===== src/rtl/miner_job_master.sv =====
// Job sequencer for a memory-mapped miner slave: loads target and message words,
// starts the hash, polls status until a nonce is found, the poll budget runs out, or the job is aborted.
module miner_job_master #(
    parameter int unsigned POLL_GAP  = 4,
    parameter int unsigned MAX_POLLS = 1024
) (
    input  logic         clk,
    input  logic         rst,
    input  logic         job_start,
    input  logic [255:0] job_target,
    input  logic [607:0] job_msg,
    input  logic         job_abort,
    output logic         busy,
    output logic         nonce_valid,
    output logic [31:0]  nonce,
    output logic         timeout,
    output logic [4:0]   masterAddr,
    output logic [31:0]  masterWriteData,
    output logic         masterWrite,
    output logic         masterRead,
    output logic         masterChipSelect,
    input  logic [31:0]  masterReadData
);

    typedef enum logic [3:0] {
        S_IDLE,
        S_WR_TGT,
        S_WR_CMD1,
        S_WR_MSG,
        S_WR_CMD2,
        S_POLL_RD,
        S_POLL_WAIT,
        S_POLL_GAP,
        S_NONCE_RD,
        S_NONCE_WAIT
    } state_t;

    localparam logic [15:0] MAX_POLLS_W = 16'(MAX_POLLS);
    localparam logic [7:0]  GAP_LOAD    = 8'(POLL_GAP - 1);
    localparam logic [31:0] STATUS_FOUND = 32'h3;

    state_t         state_q, state_d;
    logic [4:0]     idx_q, idx_d;
    logic [7:0]     gap_q, gap_d;
    logic [15:0]    polls_q, polls_d;
    logic [255:0]   tgt_q, tgt_d;
    logic [607:0]   msg_q, msg_d;
    logic [31:0]    nonce_q, nonce_d;
    logic           nonce_valid_q, nonce_valid_d;
    logic           timeout_q, timeout_d;
    logic           busy_q, busy_d;
    logic           wr_q, wr_d;
    logic           rd_q, rd_d;
    logic           cs_q, cs_d;
    logic [4:0]     addr_q, addr_d;
    logic [31:0]    wdata_q, wdata_d;

    logic [2:0]     tgt_word;
    logic [4:0]     msg_word;

    always_ff @(posedge clk) begin
        if (rst) begin
            state_q       <= S_IDLE;
            idx_q         <= '0;
            gap_q         <= '0;
            polls_q       <= '0;
            tgt_q         <= '0;
            msg_q         <= '0;
            nonce_q       <= '0;
            nonce_valid_q <= 1'b0;
            timeout_q     <= 1'b0;
            busy_q        <= 1'b0;
            wr_q          <= 1'b0;
            rd_q          <= 1'b0;
            cs_q          <= 1'b0;
            addr_q        <= '0;
            wdata_q       <= '0;
        end else begin
            state_q       <= state_d;
            idx_q         <= idx_d;
            gap_q         <= gap_d;
            polls_q       <= polls_d;
            tgt_q         <= tgt_d;
            msg_q         <= msg_d;
            nonce_q       <= nonce_d;
            nonce_valid_q <= nonce_valid_d;
            timeout_q     <= timeout_d;
            busy_q        <= busy_d;
            wr_q          <= wr_d;
            rd_q          <= rd_d;
            cs_q          <= cs_d;
            addr_q        <= addr_d;
            wdata_q       <= wdata_d;
        end
    end

    always_comb begin
        state_d       = state_q;
        idx_d         = idx_q;
        gap_d         = gap_q;
        polls_d       = polls_q;
        tgt_d         = tgt_q;
        msg_d         = msg_q;
        nonce_d       = nonce_q;
        nonce_valid_d = 1'b0;
        timeout_d     = 1'b0;

        case (state_q)
            S_IDLE: begin
                if (job_start) begin
                    tgt_d   = job_target;
                    msg_d   = job_msg;
                    polls_d = '0;
                    idx_d   = '0;
                    state_d = S_WR_TGT;
                end
            end
            S_WR_TGT: begin
                if (idx_q == 5'd7) begin
                    idx_d   = '0;
                    state_d = S_WR_CMD1;
                end else begin
                    idx_d = idx_q + 5'd1;
                end
            end
            S_WR_CMD1: begin
                idx_d   = '0;
                state_d = S_WR_MSG;
            end
            S_WR_MSG: begin
                if (idx_q == 5'd18) begin
                    idx_d   = '0;
                    state_d = S_WR_CMD2;
                end else begin
                    idx_d = idx_q + 5'd1;
                end
            end
            S_WR_CMD2: begin
                state_d = S_POLL_RD;
            end
            S_POLL_RD: begin
                if (polls_q < MAX_POLLS_W) begin
                    polls_d = polls_q + 16'd1;
                end
                state_d = S_POLL_WAIT;
            end
            S_POLL_WAIT: begin
                if (masterReadData == STATUS_FOUND) begin
                    state_d = S_NONCE_RD;
                end else if (polls_q >= MAX_POLLS_W) begin
                    timeout_d = 1'b1;
                    state_d   = S_IDLE;
                end else if (POLL_GAP == 0) begin
                    state_d = S_POLL_RD;
                end else begin
                    gap_d   = GAP_LOAD;
                    state_d = S_POLL_GAP;
                end
            end
            S_POLL_GAP: begin
                if (gap_q == 8'd0) begin
                    state_d = S_POLL_RD;
                end else begin
                    gap_d = gap_q - 8'd1;
                end
            end
            S_NONCE_RD: begin
                state_d = S_NONCE_WAIT;
            end
            S_NONCE_WAIT: begin
                nonce_d       = masterReadData;
                nonce_valid_d = 1'b1;
                state_d       = S_IDLE;
            end
            default: begin
                state_d = S_IDLE;
            end
        endcase

        // Abort overrides everything, including a found status or nonce capture this cycle.
        if (job_abort && (state_q != S_IDLE)) begin
            state_d       = S_IDLE;
            nonce_d       = nonce_q;
            nonce_valid_d = 1'b0;
            timeout_d     = 1'b0;
        end
    end

    // Bus signals are decoded from the next state so they land in flops aligned with that state.
    always_comb begin
        wr_d     = 1'b0;
        rd_d     = 1'b0;
        addr_d   = addr_q;
        wdata_d  = wdata_q;
        tgt_word = 3'd7 - idx_d[2:0];
        msg_word = 5'd18 - idx_d;

        case (state_d)
            S_WR_TGT: begin
                wr_d    = 1'b1;
                addr_d  = 5'd9 - idx_d;
                wdata_d = tgt_d[{tgt_word, 5'b0} +: 32];
            end
            S_WR_CMD1: begin
                wr_d    = 1'b1;
                addr_d  = 5'd1;
                wdata_d = 32'h1;
            end
            S_WR_MSG: begin
                wr_d    = 1'b1;
                addr_d  = 5'd29 - idx_d;
                wdata_d = msg_d[{msg_word, 5'b0} +: 32];
            end
            S_WR_CMD2: begin
                wr_d    = 1'b1;
                addr_d  = 5'd1;
                wdata_d = 32'h2;
            end
            S_POLL_RD: begin
                rd_d   = 1'b1;
                addr_d = 5'd0;
            end
            S_NONCE_RD: begin
                rd_d   = 1'b1;
                addr_d = 5'd10;
            end
            default: begin
                wr_d = 1'b0;
                rd_d = 1'b0;
            end
        endcase

        cs_d   = wr_d | rd_d;
        busy_d = (state_d != S_IDLE);
    end

    assign busy             = busy_q;
    assign nonce_valid      = nonce_valid_q;
    assign nonce            = nonce_q;
    assign timeout          = timeout_q;
    assign masterAddr       = addr_q;
    assign masterWriteData  = wdata_q;
    assign masterWrite      = wr_q;
    assign masterRead       = rd_q;
    assign masterChipSelect = cs_q;

endmodule


===== config.mk =====
export PLATFORM = sky130hd
export DESIGN_NAME = miner_job_master
export DESIGN_NICKNAME = d
export VERILOG_FILES = /design/src/rtl/miner_job_master.sv
export SDC_FILE = /design/constraint.sdc
export NUM_CORES = 2
export LEC_CHECK = 0
export CAP_MARGIN = 20
export CORE_ASPECT_RATIO = 2
export CORE_UTILIZATION = 30
export CTS_BUF_LIST = sky130_fd_sc_hd__clkbuf_8
export CTS_CLUSTER_DIAMETER = 150
export DETAILED_ROUTE_END_ITERATION = 6
export GPL_TIMING_DRIVEN = 0
export HOLD_SLACK_MARGIN = 0.1
export PLACE_DENSITY = 0.54
export SLEW_MARGIN = 40
export SYNTH_ARGS = -nofsm -noshare
export SYNTH_HDL_FRONTEND = slang
export SYNTH_SLANG_ARGS = --single-unit

===== constraint.sdc =====
create_clock -name clk -period 4.8 [get_ports clk]
set_input_delay 0.72 -clock clk [delete_from_list [all_inputs] [get_ports clk]]
set_output_delay 0.72 -clock clk [all_outputs]
set_load 0.05 [all_outputs]

After elaboration in Yosys (flattened, before gate mapping)
Cells that the tools add are included.

cells by class
  bitwise logic cells = 3
  div/mod/pow operators = 0
  magnitude comparators = 2
  reductions and logical operators = 17
  multipliers = 0
  shift-type cells = 2
  $add $sub $neg = 7
  equality and inequality tests = 23
  multiplexer cells = 29

operators by type and width
  operator               count
  $mux 608               2
  $shiftx 608x11->32     1
  $mux 256               2
  $shiftx 256x9->32      1
  $pmux 32 s4            1
  $pmux 4 s9             1
  $eq 32x2->1 const B    1
  $mux 16                2
  $pmux 16 s2            1
  $pmux 5 s5             1
  $eq 4x3->1 const B     6
  $mux 4                 6
  $mux 8                 3
  $pmux 5 s4             1
  $add 16x1->16 const B  1
  $eq 4x2->1 const B     4
  $ge 16x11->1 const B   1
  $lt 16x11->1 const B   1
  $pmux 8 s2             1
  $mux 5                 3
  $eq 4x4->1 const B     3
  $reduce_bool 4->1      3
  $ne 2x2->1 const B     5
  $sub 5x5->5 const A    2
  21 further kinds       30

word-level totals
  memories kept = 0
  bits in registers = 972
  logic and storage cells = 98
  latch bits = 0
  output and inout bits = 75
  memory bits (read-only) = 0
  memory bits (writable) = 0

Logic depth before layout (Yosys ltp)
  depth in word-level cells = 9
  depth in mapped cells = 20

Least setup slack after synthesis
OpenSTA, ideal clock, no wires.

  path type = input to register
  start point = in job_start
  end point = reg wdata_q[0] (netlist: masterWriteData[0])
  cell stages on the path = 18
  slack = 1.155 ns
  data required time = 4.678 ns
  arrival time = 3.523 ns
  buffers on the path = 6
  library setup time = 0.122 ns
  path through = nor3_2 > o21ai_0 > o31a_1 > buf_2 > clkinv_2 > buf_4 > buf_4 > buf_2 > ha_1 > inv_1 > nand3_1 > and3_1 > buf_2 > buf_2 > a32o_1 > nor4_1 > nor4_1 > o32a_1

between the ends
  word-level cells in the longest chain between the ends = 5

RTL lines
  what                                                     RTL line  RTL
  from (decl)                                              9         input logic job_start,
  $mux 5 *                                                 110       if (job_start) begin
  $pmux 5 s4 *                                             108       case (state_q)
  named net idx_d[0]                                       43        logic [4:0] idx_q, idx_d;
  $sub 5x5->5 or $sub 3x3->3 (tied branches)               196, 195
  $shiftx 608x11->32 or $shiftx 256x9->32 (tied branches)  212, 202
  $pmux 32 s4 *                                            198       case (state_d)
  to (signal assigned)                                     93        wdata_q <= wdata_d;
  to (decl)                                                56        logic [31:0] wdata_q, wdata_d;

The timed path passes the listed nets; every way through them passes the cells marked *.
A chain may end at the register's enable or synchronous reset.

Final worst setup path
  start point = reg idx_q[0]
  end point = reg wdata_q[19] (netlist: masterWriteData[19])

between the ends
  word-level cells in the longest chain between the ends = 6

RTL lines
  what                                                     RTL line  RTL
  from (decl)                                              43
  from (signal assigned)                                   80        idx_q <= idx_d;
  $add 5x1->5, or another cell as far along                123, 135
  $mux 5 (on tied branches)                                131, 119
  $pmux 5 s4 *                                             108
  named net idx_d[1]                                       43
  $sub 5x5->5 or $sub 3x3->3 (tied branches)               196, 195
  $shiftx 608x11->32 or $shiftx 256x9->32 (tied branches)  212, 202
  $pmux 32 s4 *                                            198

Marks and branches as above.

==> impl_metrics.env <==
export IMPL_dp_slack_ns=-1.91
export IMPL_met1Wirelength_um=81300
export IMPL_die_y_um=536
export IMPL_dp_cells=7447
export IMPL_synth_compound_area_share=0.0748
export IMPL_arrival_ns=5.42
export IMPL_worstMarginPinSlew_ns=0.935
export IMPL_dieArea_mm2=0.144
export IMPL_syn_mean_instance_area_um2=9.30
export IMPL_cts_sinks=972
export IMPL_grt_pass1_vias=40800
export IMPL_comb_power_share=0.234
export IMPL_ioPinCount=975
export IMPL_hold_viol=0
export IMPL_crit_path_start="idx_q[0]"
export IMPL_synth_cell_types=76
export IMPL_period_minus_slack_ns=4.71
export IMPL_relSlewSlack=0.375
export IMPL_hold_path_startpoint="nonce[0]"
export IMPL_synth_edf_count=0
export IMPL_finalClockSkew_ns=0.0468
export IMPL_netlist_area_mm2=0.0427
export IMPL_hold_class="flip-flop to flip-flop"
export IMPL_status="finished clean"
export IMPL_grt_usage=0.327
export IMPL_synth_xor_area_share=0.00454
export IMPL_critPathCaptureType="flip-flop"
export IMPL_routed_wl_um=243000
export IMPL_synth_fp_nets=5503
export IMPL_gr_total_overflow=0
export IMPL_ys_warn_count=0
export IMPL_synth_top_family_by_area="multiplexers"
export IMPL_finalCritPeriodShare=0.981
export IMPL_cts_path_max_buffers=4
export IMPL_cap_violations=0
export IMPL_dr_max_layer_used="met5"
export IMPL_met3_length_um=19100
export IMPL_fmax_mhz=212
export IMPL_synth_ff_type="dfxtp_1"
export IMPL_grt_max_degree=20
export IMPL_startpoint_type="flip-flop"
export IMPL_pwr_share_clk=0.346
export IMPL_power_uw=20800
export IMPL_path_class="flip-flop to flip-flop"
export IMPL_num_rows=195
export IMPL_root_buffer="clkbuf_8"
export IMPL_cp_max_fo=10
export IMPL_yosysSeqAreaShare=0.455
export IMPL_vias_per_cell=5.12
export IMPL_synth_simple_area_share=0.172
export IMPL_numCtsBuffers=159
export IMPL_synth_adder_area_share=0.00252
export IMPL_antenna_left=0
export IMPL_drive_gt1_frac=0.110
export IMPL_finalSetupViolations=0
export IMPL_drt_initial_drc_count=2353
export IMPL_antenna_found_initial=107
export IMPL_ir_worst_vdd_uv=193
export IMPL_cts_tree="done"
export IMPL_initial_core_util=0.302
export IMPL_muxShareOfSynthArea=0.246
export IMPL_htree_levels=4
export IMPL_avgRoutedWirePerCell_um=31.2
export IMPL_globalplace_congestion=1.03
export IMPL_instances_no_fill=7773
export IMPL_rsz0062_at_grt="no"
export IMPL_remaining_drc_errors=0
export IMPL_drtPass1Iterations=5
export IMPL_pwr_share_seq=0.420
export IMPL_dieWidth_um=269
export IMPL_wl_met2_um=121000
export IMPL_synthCells=4595
export IMPL_p_int_uw=14200
export IMPL_switching_share=0.319
export IMPL_vias=39800
export IMPL_hpwl_um=198000
export IMPL_crit_required_ns=5.52
export IMPL_async_flop_share=0
export IMPL_cts_hold_buf=0
export IMPL_p_sw_uw=6640
export IMPL_setup_ws_ns=0.0924
export IMPL_final_max_slew_viol_count=0
export IMPL_fp_coreArea_mm2=0.141
export IMPL_finalNetCount=6651
export IMPL_area_growth_synth_to_final_pct=38.9
export IMPL_power_density_mw_per_mm2=351
export IMPL_ys_ff_latch=972
export IMPL_io_buffers=974
export IMPL_total_leakage_power_uw=0.0249
export IMPL_grt_pass1_wl_um=321000
export IMPL_clkSlewWorstSetupHoldPaths_ns=0.06
export IMPL_r2r_start="idx_q[0]"
export IMPL_clk_latency_ns=0.87
-- final cells by class --
class                      count  area (um2)
tap                         1871        2340
fill                       14300       81900
inverter                      14        60.1
clock buffer                 189        2600
antenna                       66         165
sequential                   972       19500
multi-input combinational   3229       22600
buffer                       379        1960
clock inverter                65         327
timing repair buffer         988        9860
-- cells by family (layout without fill, tap and decap cells) --
family                   count (synthesis)  after routing
other                                    0             66
buffers and inverters                  394           1635
AO/OA/AOI/OAI                          385            385
flip-flops                             972            972
adder cells (fa/ha/maj)                  8              8
XOR/XNOR                                20             20
AND/OR/NAND/NOR                       1770           1770
multiplexers                          1046           1046
-- worst paths after layout --
path,slack [ns],to,cells past startpoint
setup / recovery,0.09,masterWriteData[19],16
setup reg to reg,0.09,masterWriteData[19],16
hold / removal,0.45,nonce[0],2
hold reg to reg,0.45,nonce[0],2
-- cells in the final DEF, fill, tap and decap left out, types with 7 or more instances in the layout --
cell,synthesis,final
a211oi_1,31,26
a21oi_1,80,79
a311oi_1,27,27
a31o_2,32,32
a32o_1,128,128
and3_1,64,64
buf_2,146,147
buf_4,31,43
buf_6,17,20
clkbuf_1,181,129
clkbuf_2,1,50
clkbuf_8,0,189
clkdlybuf4s50_1,0,971
clkinv_2,1,7
dfxtp_1,972,970
diode_2,0,66
inv_1,11,62
mux2_2,15,15
mux2i_1,1031,1031
nand2_1,561,561
nand3_1,12,11
nor2_1,913,913
nor2b_1,10,10
nor3_1,67,67
nor4_1,106,18
nor4_2,0,23
nor4_4,0,65
o21ai_0,8,8
o22ai_1,9,9
o32a_1,27,27
or3_1,9,9
xnor2_1,11,9
xor2_1,8,7
-- metal layers --
layer / global-route usage / vias up
met5: 0 / -
met4: 0.261 / 66
met3: 0.0965 / 629
met2: 0.579 / 1784
met1: 0.311 / 19000
li1: - / 18300
-- synth_stat cells, types with 5 or more instances --
cell / count / area (um2)
o22a_1: 5 / 43.8
nand3_1: 12 / 60.1
buf_2: 146 / 731
or3_1: 9 / 56.3
nor2_1: 913 / 3430
mux2i_1: 1031 / 10300
dfxtp_1: 972 / 19500
nor4_1: 106 / 663
a311oi_1: 27 / 236
nor3_1: 67 / 335
nor2b_1: 10 / 62.6
xnor2_1: 11 / 96.3
nand2b_1: 5 / 31.3
xor2_1: 8 / 70.1
and3_1: 64 / 400
buf_4: 31 / 233
clkbuf_1: 181 / 679
inv_1: 11 / 41.3
o22ai_1: 9 / 56.3
buf_6: 17 / 191
o32a_1: 27 / 270
a32o_1: 128 / 1280
mux2_2: 15 / 169
o21ai_0: 8 / 40.0
a31o_2: 32 / 280
a21oi_1: 80 / 400
nand2_1: 561 / 2110
a211oi_1: 31 / 233
ha_1: 7 / 87.6
-- per-stage QoR --
stage | util | area [um2] | setup TNS (ns) | hold slack (ns)
floorplan | - | 42700 | 0 | 0.441
global placement | 0.388 | 54800 | -82.98 | 0.443
detailed placement | 0.392 | 55300 | -53.02 | 0.447
CTS | 0.419 | 59100 | 0 | 0.362
global route | 0.419 | 59300 | 0 | 0.411
finish | 0.420 | 59300 | 0 | 0.454
-- power groups by stage --
stage,sequential [uW],clock (uW),combinational (uW)
finish,8740,7200,4870
global route,8780,7650,5100
CTS,8730,7350,4850
detailed placement,8910,0,4740
global placement,8890,0,4680
floorplan,9030,0,2300
-- critical path, stage by stage (launching register included) --
cell and delay, ns:
dfxtp_1 0.43, inv_1 0.07, ha_2 0.22, nand4b_4 0.14, a21oi_2 0.08, o31ai_1 0.38, buf_2 0.37, buf_4 0.32
ha_2 0.29, o21ai_2 0.11, and3_1 0.19, buf_4 0.23, buf_2 0.24, a32o_1 0.30, nor4_4 0.66, nor4_4 0.14
o32a_1 0.36
-- sequential cells by signal (all words and copies together) (netlist names) --
register,count
masterWriteData,32
idx_q,5
nonce_valid,1
masterRead,1
busy,1
timeout,1
polls_q,16
tgt_q,256
msg_q,608
gap_q,8
state_q,4
masterAddr,5
nonce,32
masterChipSelect,1
masterWrite,1
-- repair_timing --
action,CTS,global route
setup buffers,7,0
endpoints found under the hold margin,0,0
setup endpoints to repair,32,32
gates resized for setup,117,15
pin swaps,8,5
(Power assumes the default switching activity.)
